--- config.mk ---
export PLATFORM = sky130hd
export DESIGN_NAME = mercury2_dac_spi
export DESIGN_NICKNAME = d
export VERILOG_FILES = /design/src/rtl/mercury2_dac_spi.sv
export SDC_FILE = /design/constraint.sdc
export NUM_CORES = 1
export LEC_CHECK = 0
export ABC_AREA = 1
export BUFFER_PORTS_ARGS = -buffer_cell sky130_fd_sc_hd__buf_4
export CAP_MARGIN = 5
export CORE_AREA = 10 10 63 91
export CTS_BUF_LIST = sky130_fd_sc_hd__clkbuf_8
export DETAILED_ROUTE_END_ITERATION = 10
export DIE_AREA = 0 0 73 101
export PLACE_DENSITY = 0.78
export SLEW_MARGIN = 20
export SYNTH_ARGS = -nofsm -noshare
export SYNTH_HDL_FRONTEND = slang
export SYNTH_SLANG_ARGS = --single-unit
--- constraint.sdc ---
create_clock -name clk_50MHZ -period 3.01 [get_ports clk_50MHZ]
set_clock_uncertainty 0.15 [all_clocks]
set_input_delay 0.301 -clock clk_50MHZ [delete_from_list [all_inputs] [get_ports clk_50MHZ]]
set_output_delay 0.301 -clock clk_50MHZ [all_outputs]
set_load 0.01 [all_outputs]
--- src/rtl/mercury2_dac_spi.sv ---
// mercury2_dac_spi: serial write driver for an MCP48x2-class SPI DAC.
// Builds a 16-bit command frame {channel, 0, GA, 1, data<<(12-DATA_W)} from a
// one-clock write request and shifts it out MSB first in SPI mode 0,0.
// Optional macro DAC_SYNC_LDAC_EN: dac_ldac idles high, frames load only the
// input registers, and `update` requests an LDAC low pulse of LDAC_W clocks.
// Without the macro dac_ldac is tied low and `update` is ignored.
//
// Ports:
//   clk_50MHZ, reset_n   clock, asynchronous active-low reset
//   trigger, channel     write request (one clock) and target channel
//   Din                  sample to write
//   update               LDAC request (DAC_SYNC_LDAC_EN only)
//   Busy                 transfer or LDAC pulse in progress (registered)
//   dropped              one-clock pulse when a request is rejected
//   dac_value            last accepted value per channel, ch0 in LSBs
//   dac_csn/sdi/sck/ldac DAC pins
module mercury2_dac_spi #(
  parameter int unsigned DATA_W   = 10,
  parameter int unsigned CHANNELS = 2,
  parameter int unsigned CLK_DIV  = 2,
  parameter int unsigned CSN_GAP  = 2,
  parameter int unsigned GAIN_1X  = 1,
  parameter int unsigned LDAC_W   = 2
) (
  input  logic                       clk_50MHZ,
  input  logic                       reset_n,
  input  logic                       trigger,
  input  logic                       channel,
  input  logic [DATA_W-1:0]          Din,
  input  logic                       update,
  output logic                       Busy,
  output logic                       dropped,
  output logic [CHANNELS*DATA_W-1:0] dac_value,
  output logic                       dac_csn,
  output logic                       dac_sdi,
  output logic                       dac_sck,
  output logic                       dac_ldac
);

  localparam int unsigned M1      = (CLK_DIV > CSN_GAP) ? CLK_DIV : CSN_GAP;
  localparam int unsigned MAX_CNT = (M1 > LDAC_W) ? M1 : LDAC_W;
  localparam int unsigned CNT_W   = $clog2(MAX_CNT + 1);

  localparam logic [CNT_W-1:0] DIV_LAST  = CNT_W'(CLK_DIV - 1);
  localparam logic [CNT_W-1:0] GAP_LAST  = CNT_W'(CSN_GAP - 1);
  localparam logic [CNT_W-1:0] LDAC_LAST = CNT_W'(LDAC_W - 1);

  typedef enum logic [2:0] {
    ST_IDLE,
    ST_LOAD,
    ST_SHIFT,
    ST_HOLD,
    ST_GAP
`ifdef DAC_SYNC_LDAC_EN
    , ST_LDAC
`endif
  } state_t;

  state_t           state;
  logic [CNT_W-1:0] cnt;
  logic [3:0]       bit_cnt;
  logic [14:0]      shreg;

  logic        chan_ok;
  logic        gap_last;
  logic        go_ldac;
  logic        can_take;
  logic        accept;
  logic [11:0] data12;
  logic [15:0] new_frame;

`ifdef DAC_SYNC_LDAC_EN
  logic ldac_pend;
`endif

  // The last GAP clock doubles as an IDLE sampling point so a trigger on the
  // clock Busy would fall starts the next frame with csn high exactly CSN_GAP.
  always_comb begin
    chan_ok   = (32'(channel) < CHANNELS);
    data12    = 12'(Din) << (12 - DATA_W);
    new_frame = {channel, 1'b0, (GAIN_1X != 0), 1'b1, data12};
    gap_last  = (state == ST_GAP) && (cnt == GAP_LAST);
`ifdef DAC_SYNC_LDAC_EN
    go_ldac   = gap_last && (ldac_pend || update);
`else
    go_ldac   = 1'b0;
`endif
    can_take  = (state == ST_IDLE) || (gap_last && !go_ldac);
    accept    = trigger && chan_ok && can_take;
  end

  always_ff @(posedge clk_50MHZ or negedge reset_n) begin
    if (!reset_n) begin
      state     <= ST_IDLE;
      cnt       <= '0;
      bit_cnt   <= '0;
      shreg     <= '0;
      Busy      <= 1'b0;
      dropped   <= 1'b0;
      dac_value <= '0;
      dac_csn   <= 1'b1;
      dac_sdi   <= 1'b0;
      dac_sck   <= 1'b0;
`ifdef DAC_SYNC_LDAC_EN
      dac_ldac  <= 1'b1;
      ldac_pend <= 1'b0;
`endif
    end else begin
      dropped <= trigger && !accept;
`ifdef DAC_SYNC_LDAC_EN
      if (update && (state != ST_IDLE) && (state != ST_LDAC))
        ldac_pend <= 1'b1;
`endif
      if (accept) begin
        state   <= ST_LOAD;
        Busy    <= 1'b1;
        dac_csn <= 1'b0;
        dac_sdi <= new_frame[15];
        dac_sck <= 1'b0;
        shreg   <= new_frame[14:0];
        cnt     <= '0;
        bit_cnt <= '0;
        for (int unsigned c = 0; c < CHANNELS; c++)
          if (32'(channel) == c)
            dac_value[c*DATA_W +: DATA_W] <= Din;
`ifdef DAC_SYNC_LDAC_EN
        if (update)
          ldac_pend <= 1'b1;
`endif
      end else begin
        case (state)
          ST_IDLE: begin
`ifdef DAC_SYNC_LDAC_EN
            if (update) begin
              state    <= ST_LDAC;
              Busy     <= 1'b1;
              dac_ldac <= 1'b0;
              cnt      <= '0;
            end
`endif
          end
          ST_LOAD: begin
            state <= ST_SHIFT;
            cnt   <= '0;
          end
          ST_SHIFT: begin
            if (cnt == DIV_LAST) begin
              cnt <= '0;
              if (!dac_sck) begin
                dac_sck <= 1'b1;
              end else begin
                dac_sck <= 1'b0;
                if (bit_cnt == 4'd15) begin
                  state <= ST_HOLD;
                end else begin
                  bit_cnt <= bit_cnt + 4'd1;
                  dac_sdi <= shreg[14];
                  shreg   <= {shreg[13:0], 1'b0};
                end
              end
            end else begin
              cnt <= cnt + 1'b1;
            end
          end
          ST_HOLD: begin
            if (cnt == DIV_LAST) begin
              dac_csn <= 1'b1;
              dac_sdi <= 1'b0;
              state   <= ST_GAP;
              cnt     <= '0;
            end else begin
              cnt <= cnt + 1'b1;
            end
          end
          ST_GAP: begin
            if (cnt == GAP_LAST) begin
              cnt <= '0;
`ifdef DAC_SYNC_LDAC_EN
              if (go_ldac) begin
                state     <= ST_LDAC;
                dac_ldac  <= 1'b0;
                ldac_pend <= 1'b0;
              end else begin
                state <= ST_IDLE;
                Busy  <= 1'b0;
              end
`else
              state <= ST_IDLE;
              Busy  <= 1'b0;
`endif
            end else begin
              cnt <= cnt + 1'b1;
            end
          end
`ifdef DAC_SYNC_LDAC_EN
          ST_LDAC: begin
            if (cnt == LDAC_LAST) begin
              dac_ldac <= 1'b1;
              Busy     <= 1'b0;
              state    <= ST_IDLE;
              cnt      <= '0;
            end else begin
              cnt <= cnt + 1'b1;
            end
          end
`endif
          default: state <= ST_IDLE;
        endcase
      end
    end
  end

`ifndef DAC_SYNC_LDAC_EN
  logic unused_update;
  assign unused_update = update;
  assign dac_ldac      = 1'b0;
`endif

endmodule

== Word level (Yosys, flattened, before mapping) ==
Index checks and enable logic that the tools add are counted.

* Register bits after elaboration: 49
* Bits of input ports: 15
* Output and inout bits: 26
* Logic and storage cells: 85

* Add/subtract/negate cells: 2
* Eq/ne operators: 14
* Multiplexer cells: 35
* Bitwise operators: 1
* Reduce and logical (&&, ||, !) cells: 22

{| class="wikitable"
|+ Operators with widths
! kind !! count
|-
| 2-to-1 mux 15 bit || 5
|-
| 2-to-1 mux 4 bit || 5
|-
| 2-to-1 mux 3 bit || 6
|-
| inequality test 3 bit (second input constant) || 5
|-
| one-hot mux 3 bit (5 select lines) || 1
|-
| 2-to-1 mux 1 bit || 14
|-
| AND reduction 2 bit || 5
|-
| nonzero test 2 bit || 5
|-
| == test 3 x 2 -> 1 bit (second input constant) || 2
|-
| AND reduction 6 bit || 1
|-
| nonzero test 3 bit || 2
|-
| AND reduction 5 bit || 1
|-
| adder 4 x 1 -> 4 bit (second input constant) || 1
|-
| == test 4 bit (second input constant) || 1
|-
| 2-to-1 mux 2 bit || 2
|-
| inequality test 2 bit (second input constant) || 2
|-
| one-hot mux 2 bit (2 select lines) || 1
|-
| AND reduction 4 bit || 1
|-
| == test 3 x 1 -> 1 bit (second input constant) || 1
|-
| == test 3 bit (second input constant) || 1
|-
| logical AND 1 bit || 3
|-
| zero test 3 bit || 1
|-
| inequality test 3 x 2 -> 1 bit (second input constant) || 1
|-
| OR reduction 3 bit || 1
|-
| other kinds (6) || 6
|}

== Longest topological paths before layout ==
* Depth after elaboration: 6
* Depth in mapped cells: 10
* Gate-level depth less buffers: 8

== Worst setup path before layout ==
No wires, ideal clock.

* Path kind: register to register
* From: reg state[0]
* To: reg shreg[10]
* Arrival time: 1,366 ps
* Data required time: 2,744 ps
* Slack: 1,377 ps
* Stages on the path, launching flop included: 11
* Path buffers: 2
* Clock period less this slack: 1,633 ps
* Cell sequence: dfrtp_1 nor2_4 inv_2 a21oi_4 nand2_4 buf_6 nand2_8 nand2_4 buf_6 nand2_1 nand2_1

* Longest elaborated chain between the ends: 6
* Elaborated cells on any way between the ends: 12
* Those cells by class: 3 x eq/ne; 1 x mux; 8 x reduce/logical

{| class="wikitable"
|+ RTL lines
! element !! RTL line !! text
|-
| start: declaration || 59 || <nowiki>state_t state;</nowiki>
|-
| start signal: assignment || 94 || <nowiki>state <= ST_IDLE;</nowiki>
|-
| start signal: assignment || 115 || <nowiki>state <= ST_LOAD;</nowiki>
|-
| start signal: assignment || 143 || <nowiki>state <= ST_SHIFT;</nowiki>
|-
| == test 3 bit || 82 || <nowiki>gap_last = (state == ST_GAP) && (cnt == GAP_LAST);</nowiki>
|-
| logical AND 1 bit || 82 ||
|-
| logical OR 1 bit || 88 || <nowiki>can_take = (state == ST_IDLE) || (gap_last && !go_ldac);</nowiki>
|-
| logical AND 1 bit || 89 || <nowiki>accept = trigger && chan_ok && can_take;</nowiki>
|-
| inequality test 2 bit (no source line) or nonzero test 2 bit (tied branches) || -- ||
|-
| AND reduction 4 bit (no source line) || -- ||
|-
| end signal: assignment || 120 || <nowiki>shreg <= new_frame[14:0];</nowiki>
|-
| end signal: assignment || 158 || <nowiki>shreg <= {shreg[13:0], 1'b0};</nowiki>
|-
| end: declaration || 62 || <nowiki>logic [14:0] shreg;</nowiki>
|}

Parallel ways exist; a longest one is shown, timed or not.
A chain may end at the register's enable or synchronous reset.

== Final worst setup path ==
* From: reg state[1]
* To: reg dac_value[9]

* Longest elaborated chain between the ends: 5
* Elaborated cells on any way between the ends: 6
* Those cells by class: 1 x eq/ne; 5 x reduce/logical

{| class="wikitable"
|+ RTL lines
! element !! RTL line !! text
|-
| == test 3 bit || 82 ||
|-
| logical AND 1 bit || 82 ||
|-
| logical OR 1 bit (*) || 88 ||
|-
| logical AND 1 bit (*) || 89 ||
|-
| AND reduction 2 bit (no source line) (*) || -- ||
|-
| end signal: indexed assignment || 125 || <nowiki>dac_value[c*DATA_W +: DATA_W] <= Din;</nowiki>
|-
| end: declaration || 33 || <nowiki>output logic [CHANNELS*DATA_W-1:0] dac_value,</nowiki>
|}

Mark *: on every way between the ends. The rest lies on a longest branch, timed or not.

==> flow_summary.yaml <==
worst_setup_path:
  arrival_ps: 2300
  maximum_fanout_encountered_on_the_critical_timing_path: 30
  worstPathRequired_ps: 3030
  cpMaxStageDelayCell: "sky130_fd_sc_hd__dfrtp_1"
  cp_top_family: "simple AND/OR/NAND/NOR gates"
  timing.critical_path.cells: "nor2_4, inv_2, a21oi_4, nand2_4, inv_2, nand2_1, nand2_1, o21ai_1"
  cp-end-kind: "register"
  critical_path_buf_inv_count: 2
  critical_path.max_stage_delay_ps: 470
  setup.worst_path.start_class: "register"
  critical_path_class: "register to register"
synth:
  most_instantiated_flip_flop_cell_in_the_synthesis_netlist: "sky130_fd_sc_hd__dfrtp_1"
  syn-cell-area_sq_um: 2190
  post_synthesis_mean_instance_area_sq_um: 8.54
  proportion_of_synthesized_flip_flops_having_asynchronous_set_or_reset: 1.00
  synth_sequential_area_ratio: 0.536
  synth_top_family_by_area: "simple AND/OR/NAND/NOR gates"
  ys_ff_latch: 47
  area_share_of_fa_ha_maj_cells_after_synthesis: 0.00570
  synthMostInstantiatedCell: "sky130_fd_sc_hd__nand2_1"
  netlist_instances: 257
  post_synth_edffs: 0
  ys_warn_count: 0
  synthDominantCellAreaShare: 0.525
  synth_simple_gate_area_share: 0.259
  post_synth_xor_area_fraction: 0.00798
  synth_compound_area_frac: 0.112
  syn-num-nets: 273
  post-synth-top-area-cell: "sky130_fd_sc_hd__dfrtp_1"
  synth_top_cells_by_area: "sky130_fd_sc_hd__dfrtp_1 52%, sky130_fd_sc_hd__nand2_1 17%, sky130_fd_sc_hd__o21ai_1 4.3%, sky130_fd_sc_hd__inv_1 3.8%, sky130_fd_sc_hd__o21ai_0 3.0%"
  yosys.cell_types.count: 28
  synthTopCellsByCount: "98 x sky130_fd_sc_hd__nand2_1, 46 x sky130_fd_sc_hd__dfrtp_1, 22 x sky130_fd_sc_hd__inv_1"
  post_synth_mux_area_share: 0
finish:
  post-route-util: 0.630
  drive_above_1_share: 0.204
  post_layout_nonfiller_instances: 340
  nNetsFinal: 309
  ff_latch_area_sq_um: 1180
  antenna-diode-count: 0
  nFillCells: 367
  area_of_the_multi_input_gates_sq_um: 848
  synthToLayoutAreaGrowth_pct: 18.7
placement:
  place_inst: 331
  hpwlAfterDp_microns: 3160
  port-buffer-count: 38
  place_congestion: 0.880
run:
  max_cap_viol_count: 0
floorplanning:
  placeableCoreArea_sq_um: 4140
  num_io_pins: 41
  std_cell_rows: 29
  die-area_sq_um: 7370
  die_y_microns: 101
  die_width_microns: 73
  floorplan.initialDensity: 0.531
global_route:
  grt_max_degree: 48
  grtUsageTotal: 0.127
  grt-ovfl-total: 0
  grt_pass1_vias: 1711
  grt_first_pass_wirelength_microns: 7600
  antenna_violations_before_repair: 0
routing:
  drtAntennaViolNets: 0
  routed_via_density: 5.11
  route.final.wire_length_microns: 4600
  route.vias.total: 1739
  detail_route.drc_violations: 0
  drt-pass1-iter-count: 4
  drt-wirelength-per-cell_microns: 13.5
  first_iter_violations: 103
min_path:
  hold_class: "primary input to register"
clock_tree:
  cts_repair_resize_count: 0
  cts.repair_timing.setup_buffer_count: 0
  tritoncts_clock_tree: "yes"
  tritoncts.num_buffers: 5
  cts_max_path_buffers: 2
  cts.reportedPaths.clkPinSlew_ps: 80
  clkLatencyLatePin_ps: 310
  cts_sinks: 47
  clockRootBuffer: "sky130_fd_sc_hd__clkbuf_8"
  htreeDepth: 2
timing:
  finalMaxSlewViolations: 0
  rsz_0062_raised_after_global_routing: "no"
  timing.fmax_mhz: 437
  timing.final.crit_period_ps: 2290
  timing.final.setup_violations: 0
  max-slew-margin-rel: 0.530
  hold_viol_final: 0
  fin_tns_setup_ps: 0
  tightestPinTransition_ps: 703
  period_share: 0.760
power:
  post-layout-total-power_mw: 2.90
  cellLeakagePower_nw: 1.41
  power_per_cell_area_nw_per_um2: 1110
  vdd_ir_drop_max_uv: 735
status:
  outcome: "finished, final reports clean"
-- cell type report --
type,count,area share
Sequential cell,47,0.452
Multi-Input combinational cell,176,0.326
Timing Repair Buffer,39,0.113
Inverter,24,0.0346
Clock buffer,5,0.0264
Clock inverter,3,0.0259
Tap cell,46,0.0221
-- tightest hold or removal path: cells and delay by family --
kind / cells / cell delay, ps
and+or+nand+nor: 2 / 100
buffers and inverters: 1 / 90
-- routing by layer --
layer	track usage	wire length, microns
met5	0	0
met4	0.0630	90
met3	0.0404	319
met2	0.221	2370
met1	0.132	1820
-- cell usage in the layout (no fill, tap or decap), types with 2 or more instances in the layout --
master	Yosys	final
sky130_fd_sc_hd__or2_2	2	2
sky130_fd_sc_hd__inv_2	2	2
sky130_fd_sc_hd__clkbuf_8	0	5
sky130_fd_sc_hd__dfrtp_1	46	46
sky130_fd_sc_hd__xor2_1	2	2
sky130_fd_sc_hd__inv_1	22	22
sky130_fd_sc_hd__o21ai_1	19	19
sky130_fd_sc_hd__nor2_1	10	10
sky130_fd_sc_hd__o21ai_0	13	13
sky130_fd_sc_hd__nand4_1	4	4
sky130_fd_sc_hd__a21oi_1	4	4
sky130_fd_sc_hd__nand2_4	2	2
sky130_fd_sc_hd__bufinv_16	0	2
sky130_fd_sc_hd__nand2_1	98	98
sky130_fd_sc_hd__buf_4	1	38
sky130_fd_sc_hd__nand3_1	11	11
-- what timing repair did --
action / 4_1_cts / 5_1_grt
hold buffers: 1 / 0
hold endpoints to repair: 46 / 0
setup endpoints to repair: 0 / 0
-- where the power goes --
group	internal, mW	switching (mW)
combinational	0.512	0.732
sequential	0.924	0.179
clock	0.331	0.219
-- sequential cells by signal (all words and copies together), names as in the netlist --
signal / count
shreg: 13
cnt: 2
state: 3
dac_value: 20
dac_csn: 1
dropped: 1
Busy: 1
bit_cnt: 4
dac_sdi: 1
dac_sck: 1
-- path summary, 6_finish.rpt --
| kind | slack (ps) | to | cells past startpoint | startpoint |
|---|---|---|---|---|
| max | 720 | dac_value[9] | 8 | state[1] |
| min | 60 | shreg[2] | 3 | Din[0] |
| max reg2reg | 720 | dac_value[9] | 8 | state[1] |
| min reg2reg | 320 | dac_csn | 2 | dac_csn |
| max in group asynchronous | 1930 | shreg[2] | 2 | reset_n |
| min in group asynchronous | 390 | bit_cnt[3] | 2 | reset_n |
-- kinds of logic after synthesis --
family	Yosys count
AOI/OAI and AO/OA	41
xor gates and xnor gates	2
adders and majority gates	1
buffers and inverters	34
DFF	47
other	1
and+or+nand+nor	131
-- metrics by stage --
stage                     hold slack [ps]  instance area (sq um)  setup slack, ps
after floorplan                      -145                   2190             1380
after global placement                194                   2460              788
after detailed placement              203                   2460              755
after CTS                            62.1                   2610              728
after global routing                 61.0                   2610              503
final                                64.8                   2610              724
No activity file was read; power rests on OpenSTA's default activity.
